$ cat src/rtl/dt_result_packer.sv
// Threshold-and-pack readback of the 128x128 distance map into 1024 16-bit words, MSB-first.
// Optional running maximum of the map is built when DT_PACKER_MAX_EN is defined.
module dt_result_packer #(
    parameter int IMG_W  = 128,
    parameter int WORD_W = 16
) (
    input  logic        clk_i,
    input  logic        reset_i,
    input  logic        start_i,
    input  logic [7:0]  thr_i,
    output logic        res_rd_o,
    output logic [13:0] res_addr_o,
    input  logic [7:0]  res_di_i,
    output logic        out_valid_o,
    input  logic        out_ready_i,
    output logic [15:0] out_data_o,
    output logic [9:0]  out_addr_o,
    output logic        busy_o,
    output logic        done_o,
    output logic [7:0]  max_dist_o
);

    // state | meaning
    // IDLE  | waiting for start
    // READ  | 16 reads, one pixel per cycle, shifted into the word
    // OUT   | completed word offered downstream
    // FIN   | last word accepted; done follows next cycle
    typedef enum logic [1:0] {IDLE, READ, OUT, FIN} state_t;

    localparam logic [9:0] LAST_WORD = 10'(IMG_W * IMG_W / WORD_W - 1);
    localparam logic [3:0] LAST_SLOT = 4'(WORD_W - 1);

    state_t      state_q, state_d;
    logic [13:0] pix_q, pix_d;
    logic [15:0] shift_q, shift_d;
    logic [7:0]  thr_q, thr_d;
    logic [15:0] data_q, data_d;
    logic [9:0]  addr_q, addr_d;
    logic        done_q, done_d;
    logic        pix_bit;

    assign pix_bit = (res_di_i >= thr_q);

    always_comb begin
        state_d = state_q;
        pix_d   = pix_q;
        shift_d = shift_q;
        thr_d   = thr_q;
        data_d  = data_q;
        addr_d  = addr_q;
        done_d  = 1'b0;
        case (state_q)
            IDLE: begin
                if (start_i) begin
                    thr_d   = thr_i;
                    pix_d   = '0;
                    shift_d = '0;
                    state_d = READ;
                end
            end
            READ: begin
                shift_d = {shift_q[14:0], pix_bit};
                pix_d   = pix_q + 14'd1;
                if (pix_q[3:0] == LAST_SLOT) begin
                    data_d  = {shift_q[14:0], pix_bit};
                    addr_d  = pix_q[13:4];
                    state_d = OUT;
                end
            end
            OUT: begin
                if (out_ready_i) begin
                    state_d = (addr_q == LAST_WORD) ? FIN : READ;
                end
            end
            FIN: begin
                done_d  = 1'b1;
                state_d = IDLE;
            end
            default: state_d = IDLE;
        endcase
    end

    always_ff @(posedge clk_i) begin
        if (!reset_i) begin
            state_q <= IDLE;
            pix_q   <= '0;
            shift_q <= '0;
            thr_q   <= '0;
            data_q  <= '0;
            addr_q  <= '0;
            done_q  <= 1'b0;
        end else begin
            state_q <= state_d;
            pix_q   <= pix_d;
            shift_q <= shift_d;
            thr_q   <= thr_d;
            data_q  <= data_d;
            addr_q  <= addr_d;
            done_q  <= done_d;
        end
    end

    assign res_rd_o    = (state_q == READ);
    assign res_addr_o  = (state_q == READ) ? pix_q : 14'd0;
    assign out_valid_o = (state_q == OUT);
    assign out_data_o  = data_q;
    assign out_addr_o  = addr_q;
    assign busy_o      = (state_q != IDLE);
    assign done_o      = done_q;

`ifdef DT_PACKER_MAX_EN
    logic [7:0] max_q;

    always_ff @(posedge clk_i) begin
        if (!reset_i) begin
            max_q <= '0;
        end else if (state_q == IDLE && start_i) begin
            max_q <= '0;
        end else if (state_q == READ && res_di_i > max_q) begin
            max_q <= res_di_i;
        end
    end

    assign max_dist_o = max_q;
`else
    assign max_dist_o = 8'd0;
`endif

endmodule

$ cat config.mk
export PLATFORM = sky130hd
export DESIGN_NAME = dt_result_packer
export DESIGN_NICKNAME = d
export VERILOG_FILES = /design/src/rtl/dt_result_packer.sv
export SDC_FILE = /design/constraint.sdc
export NUM_CORES = 1
export LEC_CHECK = 0
export CORE_MARGIN = 5
export CORE_UTILIZATION = 50
export CTS_CLUSTER_DIAMETER = 50
export CTS_CLUSTER_SIZE = 40
export DETAILED_ROUTE_END_ITERATION = 12
export GPL_TIMING_DRIVEN = 1
export PLACE_DENSITY_LB_ADDON = 0.08
export SETUP_SLACK_MARGIN = 0.3
export SLEW_MARGIN = 40
export SYNTH_ARGS = -nofsm -noshare
export SYNTH_HDL_FRONTEND = slang
export SYNTH_SLANG_ARGS = --single-unit
$ cat constraint.sdc
create_clock -name clk_i -period 1.9 [get_ports clk_i]
set_input_delay 0.19 -clock clk_i [delete_from_list [all_inputs] [get_ports clk_i]]
set_output_delay 0.19 -clock clk_i [all_outputs]
set_load 0.1 [all_outputs]
==> results of run 1 <==
-- logic make-up (layout without fill, tap and decap cells) --
kind of cell / count (synthesis) / count (layout) / synth area share
simple gates: 174 / 174 / 0.272
compound gates: 79 / 79 / 0.182
flops: 66 / 66 / 0.422
buf+inv: 42 / 115 / 0.0736
fa+ha+maj: 9 / 9 / 0.0360
mux: 4 / 4 / 0.0128
other cells: 1 / 8 / 0.00120
-- repair_timing --
action                     4_1_cts  5_1_grt
setup endpoints to repair       24       38
cloned                           0        1
gates resized for setup         11       16
buffers inserted                 6        4
pin swaps                        2        4
-- worst max-delay path, stage by stage (launching register included) --
cell and delay (ps):
dfxtp_4 350, nand2b_4 160, inv_6 90, buf_8 120, and2_4 150, buf_12 170
-- through the flow --
step / setup slack, ps / utilization
floorplan: 289 / -
global placement: -83.7 / 0.660
detailed placement: -87.2 / 0.660
CTS: 303 / 0.711
global route: 274 / 0.726
finish: 321 / 0.726
-- flip-flops by register name, indices dropped and copies added (netlist names) --
signal      cells
pix_q          14
out_addr_o     10
state_q         2
shift_q        15
done_o          1
out_data_o     16
thr_q           8
-- power breakdown --
part	internal, uW	total, uW	switching [uW]
sequential	1400	1410	14.5
combinational	143	372	229
clock	776	1330	558
-- worst paths after layout --
path / startpoint / endpoint / slack (ps) / depth (start not counted)
max: state_q[1] / res_addr_o[6] / 320 / 5
min: reset_i / thr_q[1] / 220 / 2
max reg2reg: thr_q[0] / shift_q[0] / 370 / 5
min reg2reg: out_data_o[3] / out_data_o[3] / 460 / 2
-- final cells by class --
class                           instances  area (um2)
Clock buffer                           10         138
Clock inverter                          6        90.1
Fill cell                             475        1640
Inverter                                9        38.8
Multi-Input combinational cell        274        1660
Sequential cell                        66        1330
Tap cell                               75        93.8
Timing Repair Buffer                   90         997
-- synth_stat cells, types with 2 or more instances --
cell type	instances	share of area
nand2_1	93	0.11
dfxtp_1	66	0.42
a21boi_0	38	0.091
nand3_1	21	0.034
and2_1	18	0.036
a21boi_1	14	0.034
buf_2	12	0.019
buf_4	9	0.022
ha_1	9	0.036
inv_1	9	0.011
and3_1	8	0.016
clkbuf_1	8	0.0096
a21oi_1	7	0.011
nor2_1	6	0.0072
nand4_1	5	0.010
o21ai_0	5	0.0080
mux2i_1	4	0.013
nand2b_1	4	0.0080
a31oi_1	3	0.0060
buf_6	3	0.011
nor2b_1	3	0.0060
and4_1	2	0.0056
nand4b_1	2	0.0056
nor3_1	2	0.0032
o21ai_1	2	0.0032
-- layer usage --
| metal | up-vias | global-route usage | part of all wire |
|---|---|---|---|
| li1 | 1409 | - | - |
| met1 | 1354 | 0.250 | 0.43 |
| met2 | 78 | 0.344 | 0.49 |
| met3 | 16 | 0.0461 | 0.053 |
| met4 | 0 | 0.0785 | 0.019 |
| met5 | - | 0 | 0 |
==> impl_metrics.tcl, run 1 <==
set metrics [dict create \
    firstDrtPassIters 4 \
    dp_hpwl_mm 5.33 \
    cts_made_buffers 9 \
    stdcell_count 530 \
    synth_area_mm2 0.00313 \
    diodes 0 \
    ys_ff_latch 66 \
    die_area_mm2 0.00794 \
    setup_viol 0 \
    grt_pass1_wl_mm 12.5 \
    tritoncts "yes" \
    fin_crit_sh 0.831 \
    clk_pin_slew_worst_paths_ps 70 \
    finClkSkew_ps 10.5 \
    critical_path_required_ps 1710 \
    stdcell_area_mm2 0.00435 \
    synth_ff_type "dfxtp_1" \
    rsz0062_at_grt "true" \
    worstHoldPathType "input pin to flip-flop" \
    critPathArrivalTime_ps 1390 \
    dp.cells 503 \
    ir_drop_uv 533 \
    clockBufferDepth 2 \
    outcome "finished, final reports clean" \
    rows 28 \
    whs_ps 217 \
    ys_types 47 \
    coreArea_mm2 0.00599 \
    crit_fanout 7 \
    setup.worst_path.end_class "output pin" \
    mostFrequentLayoutCells "nand2_1 (93), dfxtp_1 (63), buf_4 (48)" \
    synth-edff-count 0 \
    synth_warnings 0 \
    portBuffers 63 \
    mostFrequentLayoutCell "nand2_1" \
    track_usage 0.203 \
    io_pins 72 \
    drt_iter0_markers 112 \
    netlist_instances 375 \
    power_uw 3120 \
    postRouteWirelength_mm 7.75 \
    path_class "flip-flop to output pin" \
    cts.sinks 66 \
    synthArstFlopShare 0 \
    cap_viol_max_count 0 \
    setup_tns_ps 0 \
    antenna_found_initial 0 \
    drv_slew 0 \
    synth_area_per_cell_um2 8.34 \
    final_antenna_net_count 0 \
    leakagePower_uw 0.00174 \
    syn_to_final_growth_pct 38.9 \
    fmax_mhz 633 \
    postCtsHoldBufs 0 \
    power_density_mw_per_mm2 717 \
    die_h_um 89.1 \
    initial_core_util 0.522 \
    htree_levels 3 \
    wire_per_inst_um 14.6 \
    timing.final.crit_period_ps 1580 \
    placement.cell_area_mm2 0.00396 \
    die_w_um 89.1 \
    critPathLaunchType "flip-flop" \
    grt_max_degree 30 \
    worst_skew_pair.late_latency_ps 350 \
    viasPerCell 5.39 \
    hold_violations 0 \
    vias 2857 \
    grt_pass1_vias 2709 \
    drive_gt1_frac 0.255 \
    drc 0 \
    ys_seq_area_frac 0.422 \
    place_congestion 0.819 \
    grt_overflow 0 \
    cts-root-buf "clkbuf_8" \
    num-nets-final 479 \
]
No activity file was read; power rests on OpenSTA's default activity.
==> run 2: changes to the inputs <==
- CORE_UTILIZATION: 50 -> 45
- clock period: 1.9 -> 1.36 ns (I/O delays scaled with it)
==> impl_metrics.tcl, run 2 (same netlist as run 1, synthesis figures left out) <==
set metrics [dict create \
    critPathArrivalTime_ps 1390 \
    cpPeakStageDelay_ps 350 \
    critPathLaunchType "flip-flop" \
    place_congestion 0.832 \
    postCtsHoldBufs 0 \
    power.internal_uw 3230 \
    ff2ff_setup_slack_ps -150 \
    dp_slack_ps -491 \
    setup_tns_ps -6810 \
    hold_violations 0 \
    critPathSlowestCell "dfxtp_4" \
    critical_path_required_ps 1220 \
    fin_crit_sh 1.13 \
    initial_core_util 0.461 \
    num-nets-final 498 \
    cap_viol_max_count 0 \
    power_density_mw_per_mm2 812 \
    htree_levels 3 \
    mostFrequentLayoutCells "nand2_1 (73), buf_12 (53), a21boi_1 (40)" \
    clockBufferDepth 2 \
    postLayoutSetupSlackWorst_ps -171 \
    rsz0062_at_grt "true" \
    drv_slew 0 \
    die_h_um 93.4 \
    setup_viol 77 \
    antenna_found_initial 0 \
    finClkSkew_ps 9.31 \
    rows 30 \
    outcome "finished with violations" \
    final_antenna_net_count 0 \
    stdcell_count 570 \
    seqPwrFrac 0.453 \
    cts.sinks 66 \
    drt_iter0_markers 94 \
    drive_gt1_frac 0.481 \
    coreArea_mm2 0.00679 \
    path_class "flip-flop to output pin" \
    timing.final.crit_period_ps 1530 \
    io_pins 72 \
    portBuffers 63 \
    dp.cells 539 \
    syn_to_final_growth_pct 71.5 \
    wire_per_inst_um 14.7 \
    clockPowerShare 0.397 \
    whs_ps 190 \
    grt_max_degree 40 \
    grt_pass1_vias 2828 \
    die_area_mm2 0.00872 \
    grt_overflow 0 \
    cpMostUsedCell "buf_12" \
    path_cells "buf_6 -> nand2b_4 -> inv_8 -> buf_12 -> and2_4 -> buf_12" \
    worstHoldPathType "input pin to flip-flop" \
    mostFrequentLayoutCell "nand2_1" \
    clk_pin_slew_worst_paths_ps 70 \
    leakagePower_uw 0.00201 \
    grt_pass1_wl_mm 13.1 \
    tritoncts "yes" \
    cts-root-buf "clkbuf_8" \
    violations "setup timing" \
    power_uw 4360 \
    combPwrFrac 0.151 \
    path_delay_family "buffers and inverters" \
    crit_fanout 7 \
    vias 2930 \
    fmax_mhz 653 \
    postRouteWirelength_mm 8.37 \
    firstDrtPassIters 4 \
    track_usage 0.188 \
    setup.worst_path.end_class "output pin" \
    dp_hpwl_mm 5.75 \
    cts_made_buffers 9 \
    largest_reg_flops 16 \
    p_sw_frac 0.259 \
    die_w_um 93.4 \
    path_buf_inv 4 \
    worst_skew_pair.late_latency_ps 340 \
    p_switching_uw 1130 \
    drc 0 \
    ir_drop_uv 998 \
    viasPerCell 5.14 \
    diodes 0 \
]
==> run 2: stage by stage <==
stage / utilization / instance area (um2)
3_5_place_dp: 0.699 / 4750
2_1_floorplan: - / 3520
4_1_cts: 0.759 / 5150
5_1_grt: 0.790 / 5370
3_3_place_gp: 0.699 / 4750
6_report: 0.790 / 5370
==> run 2: area by class of cell <==
type	instances	area, um2
multi-input cells	274	2000
inverters	9	41.3
fillers	434	1430
flip-flops and latches	66	1380
clock buffers	11	163
clock inverters	5	50.0
repair buffers	109	1620
well taps	96	120
==> run 2: timing repair <==
item,in CTS,in global routing
setup buffers,10,3
setup endpoints to repair,82,83
pin swaps,26,18
resized for setup,21,47
cloned,1,1
==> run 2: worst register-to-register path, delay by kind of cell, from the launching register on <==
family	cells	cell delay (ps)
compound gates	1	280
simple gates	2	140
flops	1	350
buf+inv	5	630
==> run 2: path summary, 6_finish.rpt <==
check             start             end  cells past startpoint
max reg2reg  state_q[0]      state_q[1]                      8
min reg2reg    thr_q[4]        thr_q[4]                      2
min             reset_i  out_data_o[13]                      2
max          state_q[0]   res_addr_o[1]                      6
==> run 2: power by group through the flow <==
stage | Sequential [uW] | Clock [uW] | Combinational (uW)
6_report | 1970 | 1730 | 657
5_1_grt | 1970 | 1860 | 702
4_1_cts | 1970 | 1760 | 589
3_5_place_dp | 2010 | 0 | 547
3_3_place_gp | 2010 | 0 | 540
2_1_floorplan | 2010 | 0 | 415
==> run 2: per-layer routing <==
layer  wire length [um]  global-route usage
met5                  0                   0
met4                138              0.0867
met3                424              0.0362
met2               4230               0.318
met1               3590               0.231
==> run 3: changes to the inputs <==
- ABC_AREA: default -> 1
- CORE_UTILIZATION: 45 -> 49
- clock period: 1.36 -> 1.6 ns (I/O delays scaled with it)
==> impl_metrics.tcl, run 3 <==
set metrics [dict create \
    power_density_mw_per_mm2 685 \
    hold_violations 0 \
    die_h_um 86.7 \
    portBuffers 63 \
    setup_viol 1 \
    rsz0062_at_grt "true" \
    finClkSkew_ps 10.9 \
    grt_overflow 0 \
    met2_usage 0.475 \
    leakagePower_uw 0.00219 \
    synth_common_cells "nor2_1 (68), dfxtp_1 (66), nand2_1 (66), a21oi_1 (45), o21ai_0 (39)" \
    cts_made_buffers 9 \
    antenna_found_initial 0 \
    ys_ff_latch 66 \
    path_class "flip-flop to flip-flop" \
    drt_iter0_markers 397 \
    worst_skew_pair.late_latency_ps 360 \
    setup.worst_path.end_class "flip-flop" \
    die_area_mm2 0.00751 \
    crit_fanout 4 \
    maxSlewHeadroom 0.570 \
    netlist_instances 389 \
    die_w_um 86.7 \
    grt_max_degree 38 \
    clk_pin_slew_worst_paths_ps 80 \
    synth-edff-count 0 \
    yosysMostFrequentCell "nor2_1" \
    busiest_layer "met2" \
    synth_area_mm2 0.00288 \
    critPathArrivalTime_ps 1940 \
    drv_slew 0 \
    postCtsHoldBufs 0 \
    postRouteWirelength_mm 14.1 \
    firstDrtPassIters 5 \
    synth_ff_type "dfxtp_1" \
    ys_seq_area_frac 0.459 \
    mostFrequentLayoutCell "buf_12" \
    ff_latch_area_mm2 0.00137 \
    synthArstFlopShare 0 \
    setup_tns_ps -55.3 \
    clockBufferDepth 2 \
    grt_pass1_vias 3121 \
    crit_start "pix_q[8]" \
    multi_input_area_mm2 0.00191 \
    worst_pin_slew_ps 644 \
    synth_top_area_frac 0.459 \
    fmax_mhz 604 \
    critical_path_required_ps 1880 \
    whs_ps 414 \
    coreArea_mm2 0.00582 \
    critPathLaunchType "flip-flop" \
    cap_viol_max_count 0 \
    fin_crit_sh 1.03 \
    violations "setup timing" \
    num-nets-final 529 \
    io_pins 72 \
    mostFrequentLayoutCells "buf_12 (52), dfxtp_1 (45), nand2_1 (44)" \
    ir_drop_uv 663 \
    worstHoldPathType "input pin to flip-flop" \
    outcome "finished with violations" \
    vias 3577 \
    grt_pass1_wl_mm 15.7 \
    drc 0 \
    syn_to_final_growth_pct 90.4 \
    yosys-top-cells-area "dfxtp_1 (46%), nor2_1 (8.9%), nand2_1 (8.6%), a21oi_1 (7.8%), o21ai_0 (6.8%)" \
    placement.cell_area_mm2 0.00419 \
    drive_gt1_frac 0.500 \
    holdPathStages 3 \
    final_antenna_net_count 0 \
    worstRegToRegCells 7 \
    fillers 157 \
    cts.sinks 66 \
    diodes 0 \
    rows 28 \
    synth_area_per_cell_um2 7.40 \
    yosysTopAreaCell "dfxtp_1" \
    min-delay-start "thr_i[0]" \
    stdcell_area_mm2 0.00548 \
    wire_per_inst_um 24.4 \
    viasPerCell 6.18 \
    ys_types 28 \
    timing.final.crit_period_ps 1660 \
    htree_levels 3 \
    synth_warnings 0 \
    met3_usage 0.0608 \
    place_congestion 0.840 \
    track_usage 0.270 \
    largest_reg_flops 16 \
    initial_core_util 0.495 \
    use_met1 0.307 \
    cts-root-buf "clkbuf_8" \
    postLayoutSetupSlackWorst_ps -55.3 \
    r2r_start "pix_q[8]" \
    tritoncts "yes" \
    dp_hpwl_mm 5.29 \
]
==> run 3: through the flow <==
step,util,worst slack (ps),std cells,power (uW)
6_report,0.943,-55.3,579,3750
5_1_grt,0.943,-103,579,3860
4_1_cts,0.835,94.0,560,3530
3_5_place_dp,0.721,-41.6,520,2140
3_3_place_gp,0.721,56.8,520,2130
2_1_floorplan,-,126,396,2030
==> run 3: layout make-up <==
class	count	area share
multi-input cells	268	0.348
clock buffers	13	0.0310
repair inverters	3	0.00662
repair buffers	115	0.314
clock inverters	2	0.00183
well taps	75	0.0171
flip-flops and latches	66	0.250
inverters	37	0.0319
==> run 3: routing by layer <==
layer / vias up / part of all wire
met3: 107 / 0.10
li1: 1477 / -
met1: 1657 / 0.35
met5: - / 0
met2: 336 / 0.48
met4: 0 / 0.068
==> run 3: critical path, cell delays in order (launching register included) <==
cell and delay, ps:
dfxtp_1 450, inv_1 200, nor2_4 230, buf_4 140, nand4_1 140, o21ai_1 170, nand2_1 110, nor2_1 140
==> run 3: cells by family after synthesis <==
group / after synthesis / share of synthesized area
adder cells (fa/ha/maj): 9 / 0.0391
AND/OR/NAND/NOR: 158 / 0.232
other: 1 / 0.00130
buffers and inverters: 62 / 0.0999
flip-flops: 66 / 0.459
AO/OA/AOI/OAI: 93 / 0.169
==> run 3: worst paths after layout <==
kind / to / slack, ps
setup / recovery: pix_q[9] / -60
hold / removal: thr_q[0] / 410
setup reg to reg: pix_q[9] / -60
hold reg to reg: thr_q[6] / 490
==> run 3: power by group <==
group	total (uW)	leakage [uW]	internal, uW	switching (uW)
sequential	1670	0.000547	1650	20.5
combinational	707	0.00155	278	429
clock	1370	0.0000944	688	683
==> run 3: timing repair <==
item	in CTS	in global routing
pin swaps	18	36
hold endpoints to repair	0	0
resized for setup	63	128
buffers inserted	21	15
endpoints found under the setup margin	71	81
cloned	4	4
